$ cat config.mk
export PLATFORM = sky130hd
export DESIGN_NAME = jtopl_snd_fifo
export DESIGN_NICKNAME = d
export VERILOG_FILES = /design/src/rtl/jtopl_pkg.sv /design/src/rtl/jtopl_sfifo.sv /design/src/rtl/jtopl_snd_fifo.sv
export SDC_FILE = /design/constraint.sdc
export NUM_CORES = 1
export LEC_CHECK = 0
export CAP_MARGIN = 10
export CORE_UTILIZATION = 45
export CTS_BUF_LIST = sky130_fd_sc_hd__clkbuf_4 sky130_fd_sc_hd__clkbuf_8 sky130_fd_sc_hd__clkbuf_16
export DETAILED_ROUTE_END_ITERATION = 16
export DONT_BUFFER_PORTS = 1
export PLACE_DENSITY = 0.63
export SETUP_SLACK_MARGIN = 0.02
export SKIP_CTS_REPAIR_TIMING = 1
export SLEW_MARGIN = 25
export SYNTH_ARGS = -nofsm -noshare
export SYNTH_HDL_FRONTEND = slang
export SYNTH_HIERARCHICAL = 1
export SYNTH_SLANG_ARGS = --single-unit
export TNS_END_PERCENT = 50
$ cat constraint.sdc
create_clock -name clk -period 5.4 [get_ports clk]
set_clock_uncertainty 0.05 [all_clocks]
set_input_delay 0.54 -clock clk [delete_from_list [all_inputs] [get_ports clk]]
set_output_delay 0.54 -clock clk [all_outputs]
set_load 0.01 [all_outputs]
$ cat src/rtl/jtopl_pkg.sv
// Shared constants and types for the OPL sound output FIFO stage.
package jtopl_pkg;

    localparam int unsigned SMP_W        = 16;
    localparam int unsigned FADE_W       = 5;
    localparam int unsigned FIFO_AW      = 2;
    localparam int unsigned FIFO_DEPTH   = 1 << FIFO_AW;
    localparam int unsigned FADE_MAX_DEF = 15;

    typedef enum logic [1:0] {
        RUN      = 2'd0,
        FADE_OUT = 2'd1,
        MUTED    = 2'd2,
        FADE_IN  = 2'd3
    } fade_st_e;

endpackage

$ cat src/rtl/jtopl_sfifo.sv
// Generic synchronous FIFO with sticky overrun flag; push and pop in the
// same cycle are both honoured even when full.
module jtopl_sfifo
    import jtopl_pkg::*;
#(
    parameter int unsigned AW = FIFO_AW
) (
    input  logic             clk,
    input  logic             rst_n,
    input  logic             push_i,
    input  logic [SMP_W-1:0] data_i,
    input  logic             pop_i,
    input  logic             ovf_clr_i,
    output logic [SMP_W-1:0] data_o,
    output logic             empty_o,
    output logic             full_o,
    output logic             ovf_o
);

    localparam int unsigned DEPTH = 1 << AW;

    logic [SMP_W-1:0] mem_q [DEPTH];
    logic [AW-1:0]    wr_ptr_q;
    logic [AW-1:0]    rd_ptr_q;
    logic [AW:0]      cnt_q;
    logic             ovf_q;
    logic             do_push_c;
    logic             do_pop_c;
    logic             drop_c;

    assign empty_o   = (cnt_q == '0);
    assign full_o    = (cnt_q == (AW+1)'(DEPTH));
    assign do_pop_c  = pop_i & ~empty_o;
    assign do_push_c = push_i & (~full_o | do_pop_c);
    assign drop_c    = push_i & full_o & ~do_pop_c;
    assign data_o    = mem_q[rd_ptr_q];
    assign ovf_o     = ovf_q;

    // Sample storage
    always_ff @(posedge clk or negedge rst_n) begin
        if (!rst_n) begin
            for (int i = 0; i < int'(DEPTH); i++) begin
                mem_q[i] <= '0;
            end
        end else if (do_push_c) begin
            mem_q[wr_ptr_q] <= data_i;
        end
    end

    // Pointers, occupancy and sticky overrun (set beats clear)
    always_ff @(posedge clk or negedge rst_n) begin
        if (!rst_n) begin
            wr_ptr_q <= '0;
            rd_ptr_q <= '0;
            cnt_q    <= '0;
            ovf_q    <= 1'b0;
        end else begin
            if (do_push_c) wr_ptr_q <= wr_ptr_q + AW'(1);
            if (do_pop_c)  rd_ptr_q <= rd_ptr_q + AW'(1);
            case ({do_push_c, do_pop_c})
                2'b10:   cnt_q <= cnt_q + (AW+1)'(1);
                2'b01:   cnt_q <= cnt_q - (AW+1)'(1);
                default: cnt_q <= cnt_q;
            endcase
            if (drop_c)         ovf_q <= 1'b1;
            else if (ovf_clr_i) ovf_q <= 1'b0;
        end
    end

endmodule

$ cat src/rtl/jtopl_snd_fifo.sv
// Per-frame sample capture with volume shift and mute fade, buffered in a
// small FIFO with a valid/ready port toward the audio consumer.
module jtopl_snd_fifo
    import jtopl_pkg::*;
#(
    parameter int unsigned AW       = FIFO_AW,
    parameter int unsigned FADE_MAX = FADE_MAX_DEF
) (
    input  logic        clk,
    input  logic        rst_n,
    input  logic        cenop,
    input  logic [17:0] slot,
    input  logic [15:0] snd,
    input  logic [2:0]  vol,
    input  logic        mute,
    output logic [15:0] out_sample,
    output logic        out_valid,
    input  logic        out_ready,
    output logic        ovf,
    input  logic        ovf_clr,
    output logic        muted
);

    localparam logic [FADE_W-1:0] FMAX = FADE_W'(FADE_MAX);

    fade_st_e           state_q, state_d;
    logic [FADE_W-1:0]  fade_q, fade_d;
    logic [SMP_W-1:0]   cap_q, cap_d;
    logic               wr_pend_q;
    logic               ft_c;
    logic [5:0]         sum_c;
    logic [FADE_W-1:0]  shift_c;
    logic signed [15:0] snd_s;
    logic signed [15:0] shifted_c;
    logic               fifo_empty;
    logic               unused_full;
    logic               unused_slot;

    assign ft_c        = cenop & slot[0];
    assign snd_s       = snd;
    assign unused_slot = ^slot[17:1];

    // Attenuation = volume + fade, saturated; silence at saturation or when muted
    always_comb begin
        sum_c     = 6'(vol) + 6'(fade_q);
        shift_c   = (sum_c >= 6'(FADE_MAX)) ? FMAX : sum_c[FADE_W-1:0];
        shifted_c = snd_s >>> shift_c;
        cap_d     = ((shift_c == FMAX) || (state_q == MUTED)) ? '0 : SMP_W'(shifted_c);
    end

    // Capture register and one-cycle write request toward the FIFO
    always_ff @(posedge clk or negedge rst_n) begin
        if (!rst_n) begin
            cap_q     <= '0;
            wr_pend_q <= 1'b0;
        end else begin
            if (ft_c) cap_q <= cap_d;
            wr_pend_q <= ft_c;
        end
    end

    // Fade FSM state register
    always_ff @(posedge clk or negedge rst_n) begin
        if (!rst_n) begin
            state_q <= RUN;
            fade_q  <= '0;
        end else begin
            state_q <= state_d;
            fade_q  <= fade_d;
        end
    end

    // Fade FSM next state; advances only on a frame tick, after capture uses fade_q
    always_comb begin
        state_d = state_q;
        fade_d  = fade_q;
        if (ft_c) begin
            case (state_q)
                RUN: begin
                    if (mute) begin
                        state_d = FADE_OUT;
                        fade_d  = FADE_W'(1);
                    end
                end
                FADE_OUT: begin
                    if (!mute) begin
                        state_d = FADE_IN;
                    end else begin
                        fade_d = fade_q + FADE_W'(1);
                        if (fade_q + FADE_W'(1) >= FMAX) begin
                            state_d = MUTED;
                            fade_d  = FMAX;
                        end
                    end
                end
                MUTED: begin
                    fade_d = FMAX;
                    if (!mute) begin
                        state_d = FADE_IN;
                        fade_d  = FMAX - FADE_W'(1);
                    end
                end
                FADE_IN: begin
                    if (mute) begin
                        state_d = FADE_OUT;
                    end else if (fade_q <= FADE_W'(1)) begin
                        state_d = RUN;
                        fade_d  = '0;
                    end else begin
                        fade_d = fade_q - FADE_W'(1);
                    end
                end
                default: begin
                    state_d = RUN;
                    fade_d  = '0;
                end
            endcase
        end
    end

    // Fade FSM outputs
    always_comb begin
        muted = 1'b0;
        if (state_q == MUTED) muted = 1'b1;
    end

    assign out_valid = ~fifo_empty;

    jtopl_sfifo #(
        .AW (AW)
    ) u_fifo (
        .clk       (clk),
        .rst_n     (rst_n),
        .push_i    (wr_pend_q),
        .data_i    (cap_q),
        .pop_i     (out_valid & out_ready),
        .ovf_clr_i (ovf_clr),
        .data_o    (out_sample),
        .empty_o   (fifo_empty),
        .full_o    (unused_full),
        .ovf_o     (ovf)
    );

endmodule

; ---- Word-level counts from Yosys, hierarchy flattened
; Cells that the tools add are included.
[totals]
out_inout_bits = 19
reg_bits = 96
word_cells = 85
[classes]
mux = 26
n_addsub = 7
reduce_logical = 8
n_lt_le_gt_ge = 6
n_bitwise = 12
eq_ne = 13
shift = 1
[ops]
columns = operator, n
row1 = 64-bit bitwise mux, 1
row2 = 16-bit two-way mux, 4
row3 = 16-bit binary-select mux with 2-bit select, 1
row4 = 16-bit demux with 2-bit select, 1
row5 = 5-bit two-way mux, 6
row6 = 5-bit case mux with 4 select lines, 1
row7 = 16-bit by 5-bit >>> shifter with 16-bit output, 1
row8 = 2-bit two-way mux, 6
row9 = 2-bit inequality test (second input constant), 4
row10 = 2-bit case mux with 4 select lines, 1
row11 = 3-bit by 5-bit adder with 6-bit output, 1
row12 = 1-bit AND, 6
row13 = 2-bit equality test (second input constant), 3
row14 = 3-bit >= comparator (second input constant), 2
row15 = 6-bit by 4-bit >= comparator with 1-bit output (second input constant), 1
row16 = 3-bit inequality test (second input constant), 2
row17 = 2-bit inverter with 3-bit output, 2
row18 = 3-bit case mux with 2 select lines, 1
row19 = 5-bit by 1-bit adder with 5-bit output (second input constant), 1
row20 = 5-bit by 4-bit equality test with 1-bit output (second input constant), 1
row21 = 5-bit by 4-bit >= comparator with 1-bit output (second input constant), 1
row22 = 5-bit by 1-bit <= comparator with 1-bit output (second input constant), 1
row23 = 5-bit AND reduction, 1
row24 = 5-bit by 1-bit subtractor with 5-bit output (second input constant), 1
row25 = other kinds (15), 23

; ---- Longest topological paths before layout
[logic_depth]
word_depth = 8
ltp_mapped = 10
mapped_depth_nobuf = 10

; ---- Cells and area by module
; Netlist, hierarchy kept.
[modules_own_cells]
columns = module, seq_area_each_um2, instances, cells_each, area_each_um2
row1 = jtopl_sfifo, 1801.7, 1, 197, 3230.6
row2 = jtopl_snd_fifo, 600.6, 1, 278, 2297.2

; ---- Worst setup path before layout
; OpenSTA, ideal clock, no wires.
[synth_timing]
path_type = input-to-reg
from = in vol[0]
to = reg cap_q[7]
path_slack_ns = 2.568
required_time_ns = 5.224
path_stages = 8
arrival_time_ns = 2.656
setup_ns = 0.126
path_cell_list = ha_1 fa_1 and2_4 and4_4 buf_2 o21ai_1 mux2_2 a221o_1
[synth_between]
elab_chain_cells = 6
word_cells_on_any_way = 7
cone_classes = 1 x add/sub / 1 x order compare / 1 x eq/ne / 1 x shift / 2 x mux / 1 x reduce/logical
[synth_rtl]
columns = element, line_no
row1 = from (decl), jtopl_snd_fifo.sv:14  ; input logic [2:0] vol,
row2 = 3-bit by 5-bit adder with 6-bit output (*), jtopl_snd_fifo.sv:45  ; sum_c = 6'(vol) + 6'(fade_q);
row3 = 6-bit by 4-bit >= comparator with 1-bit output, jtopl_snd_fifo.sv:46  ; shift_c = (sum_c >= 6'(FADE_MAX)) ? FMAX : sum_c[FADE_W-1:0];
row4 = 5-bit two-way mux (*), jtopl_snd_fifo.sv:46
row5 = "parallel branches: the longest is 2 deep, another holds 16-bit by 5-bit >>> shifter with 16-bit output", -
row6 = 16-bit two-way mux (*), jtopl_snd_fifo.sv:48  ; cap_d = ((shift_c == FMAX) || (state_q == MUTED)) ? '0 : SMP_W'(shifted_c);
row7 = to (signal assigned), jtopl_snd_fifo.sv:57  ; if (ft_c) cap_q <= cap_d;
row8 = to (decl), jtopl_snd_fifo.sv:28  ; logic [SMP_W-1:0] cap_q, cap_d;
; Every way passes the cells marked *.
; A chain may end at the register's enable or synchronous reset.

; ---- Worst setup path after layout
[layout_timing]
from = reg fade_q[0]
to = reg cap_q[1]
[layout_between]
elab_chain_cells = 6
word_cells_on_any_way = 7
cone_classes = 1 x add/sub / 1 x order compare / 1 x eq/ne / 1 x shift / 2 x mux / 1 x reduce/logical
[layout_rtl]
columns = element, line_no
row1 = from (decl), jtopl_snd_fifo.sv:27  ; logic [FADE_W-1:0] fade_q, fade_d;
row2 = from (signal assigned), jtopl_snd_fifo.sv:66  ; fade_q <= '0;
row3 = from (signal assigned), jtopl_snd_fifo.sv:69  ; fade_q <= fade_d;
row4 = 3-bit by 5-bit adder with 6-bit output (*), jtopl_snd_fifo.sv:45
row5 = 6-bit by 4-bit >= comparator with 1-bit output, jtopl_snd_fifo.sv:46
row6 = 5-bit two-way mux (*), jtopl_snd_fifo.sv:46
row7 = "parallel branches: the longest is 2 deep, another holds 16-bit by 5-bit >>> shifter with 16-bit output", -
row8 = 16-bit two-way mux (*), jtopl_snd_fifo.sv:48
; Marks and branches as above.

==> flow_metrics.env <==
export IMPL_critPathKind="reg2reg"
export IMPL_clk_latency_ps=340
export IMPL_synthToLayoutAreaGrowth_pct=7.07
export IMPL_ios=62
export IMPL_drc_errors=0
export IMPL_cts_sink_count=96
export IMPL_track_usage_pct=19.9
export IMPL_die_x_um=113
export IMPL_rows=40
export IMPL_n_antenna_cell=0
export IMPL_finalHoldViolCount=0
export IMPL_drv_slew=0
export IMPL_ant_nets=0
export IMPL_finalCritPeriodShare_pct=60.1
export IMPL_die_h_um=113
export IMPL_status="completed"
export IMPL_core_area_um2=12000
export IMPL_final_common_cell="dfrtp_1"
export IMPL_port_buffer_count=0
export IMPL_cts_root_buffer="clkbuf_16"
export IMPL_fin_crit_ps=3240
export IMPL_grt_pass1_wl_mm=19.8
export IMPL_drv_cap=0
export IMPL_synth_warnings=6
export IMPL_startpoint_type="flop"
export IMPL_clkTransAtPathRegs_ps=70
export IMPL_cp_max_fo=25
export IMPL_wl_met1_mm=5.42
export IMPL_dp_hpwl_mm=8.28
export IMPL_clock_path_buffers=2
export IMPL_p_per_area_nw_per_um2=633
export IMPL_place_congestion=0.890
export IMPL_synth_net_count=537
export IMPL_setup_viol=0
export IMPL_setup_tns_ps=0
export IMPL_cts_buffers=9
export IMPL_leakagePower_nw=2.52
export IMPL_rsz0062_at_grt="no"
export IMPL_vias=3703
export IMPL_synth_cells=474
export IMPL_drive_above_1_share_pct=25.4
export IMPL_cp_slowest_cell="fa_1"
export IMPL_cp_arrival_ps=3420
export IMPL_grt_pass1_vias=3825
export IMPL_utilization_pct=49.4
export IMPL_slew_headroom_pct=32.6
export IMPL_rrSetupSlack_ps=2160
export IMPL_drtIter0Drc=227
export IMPL_required_ps=5580
export IMPL_cp_slowest_stage_delay_ps=1040
export IMPL_ir_drop_mv=0.400
export IMPL_crit_chain="ha_1, fa_1, nand2b_1, o32ai_1, o311ai_0, a32o_1"
export IMPL_hold_class="in2async"
export IMPL_syn_area_um2=5520
export IMPL_top_layer="met4"
export IMPL_drt_total_wl_mm=11.8
export IMPL_grt_max_degree=97
export IMPL_n_fill_cell=1074
export IMPL_dr_pass1_iters=4
export IMPL_crit_path_end_kind="flop"
export IMPL_tightest_slew_ps=1010
export IMPL_avgViaCountPerCell=5.97
export IMPL_max_freq_mhz=308
export IMPL_antenna_found_initial=0
export IMPL_h_tree_depth=3
export IMPL_wl_met3_um=453
export IMPL_final_cell_mix="dfrtp_1 (96), mux2_2 (70), o21ai_0 (31), nand2_1 (25), nor2_1 (24)"
export IMPL_start_util_pct=46.2
export IMPL_wl_met2_mm=5.80
export IMPL_syn_avg_cell_area_um2=11.6
export IMPL_grt_overflow=0
export IMPL_die_area_um2=12700
export IMPL_nets=531
export IMPL_cts_tree="yes"
export IMPL_wl_per_cell_um=19.1
routing by layer:
metal / global-route usage (%) / up-vias
li1: - / 1750
met1: 27.0 / 1867
met2: 32.8 / 76
met3: 2.68 / 10
met4: 7.11 / 0
met5: 0 / -
critical path, delay by kind of cell, from the launching register on:
kind	cells	cell delay, ps
flip-flops	1	470
adder cells (fa/ha/maj)	2	1280
AO/OA/AOI/OAI	3	990
AND/OR/NAND/NOR	1	330
metrics by stage:
step                      hold WS [ps]  power (mW)  std cells  worst slack (ps)  area (µm²)
final                             50.1        3.74        620              2160        5910
after global routing              89.5        4.03        620              1880        5910
after CTS                         -176        3.75        619              2160        5880
after detailed placement           196        3.14        603              2150        5600
after global placement             196        3.07        603              2180        5600
after floorplan                    194        2.72        474              2570        5520
power breakdown:
group | leakage, nW | internal, mW | switching (mW)
logic | 1.17 | 0.848 | 0.967
registers | 1.21 | 1.04 | 0.282
clock network | 0.140 | 0.330 | 0.276
total | 2.52 | 2.21 | 1.53
layout make-up:
type                       count  area, µm²  area share, %
clock buffer                  10        239           4.04
clock inverter                 6       47.5          0.804
inverter                      18       67.6           1.14
multi-input combinational    340       2930           49.5
sequential                    96       2400           40.6
tap                          147        184           3.11
timing repair buffer           3       42.5          0.720
flip-flops by register name, summed over array words and instances (netlist names):
register	count
cap_q	16
u_fifo/rd_ptr_q	2
u_fifo/cnt_q	3
fade_q	5
wr_pend_q	1
state_q	2
u_fifo/ovf_o	1
u_fifo/wr_ptr_q	2
u_fifo/mem_q	64
path summary, 6_finish.rpt:
path / start / to / cells past startpoint
worst max-delay path: fade_q[0] / cap_q[1] / 6
max in group asynchronous: rst_n / u_fifo/mem_q[42] / 1
worst max register to register: fade_q[0] / cap_q[1] / 6
worst min register to register: u_fifo/mem_q[0] / u_fifo/mem_q[0] / 1
worst min-delay path: rst_n / u_fifo/rd_ptr_q[1] / 1
min in group clk: ovf_clr / u_fifo/ovf_o / 1
Note: power is estimated with default switching activity, not from simulation.
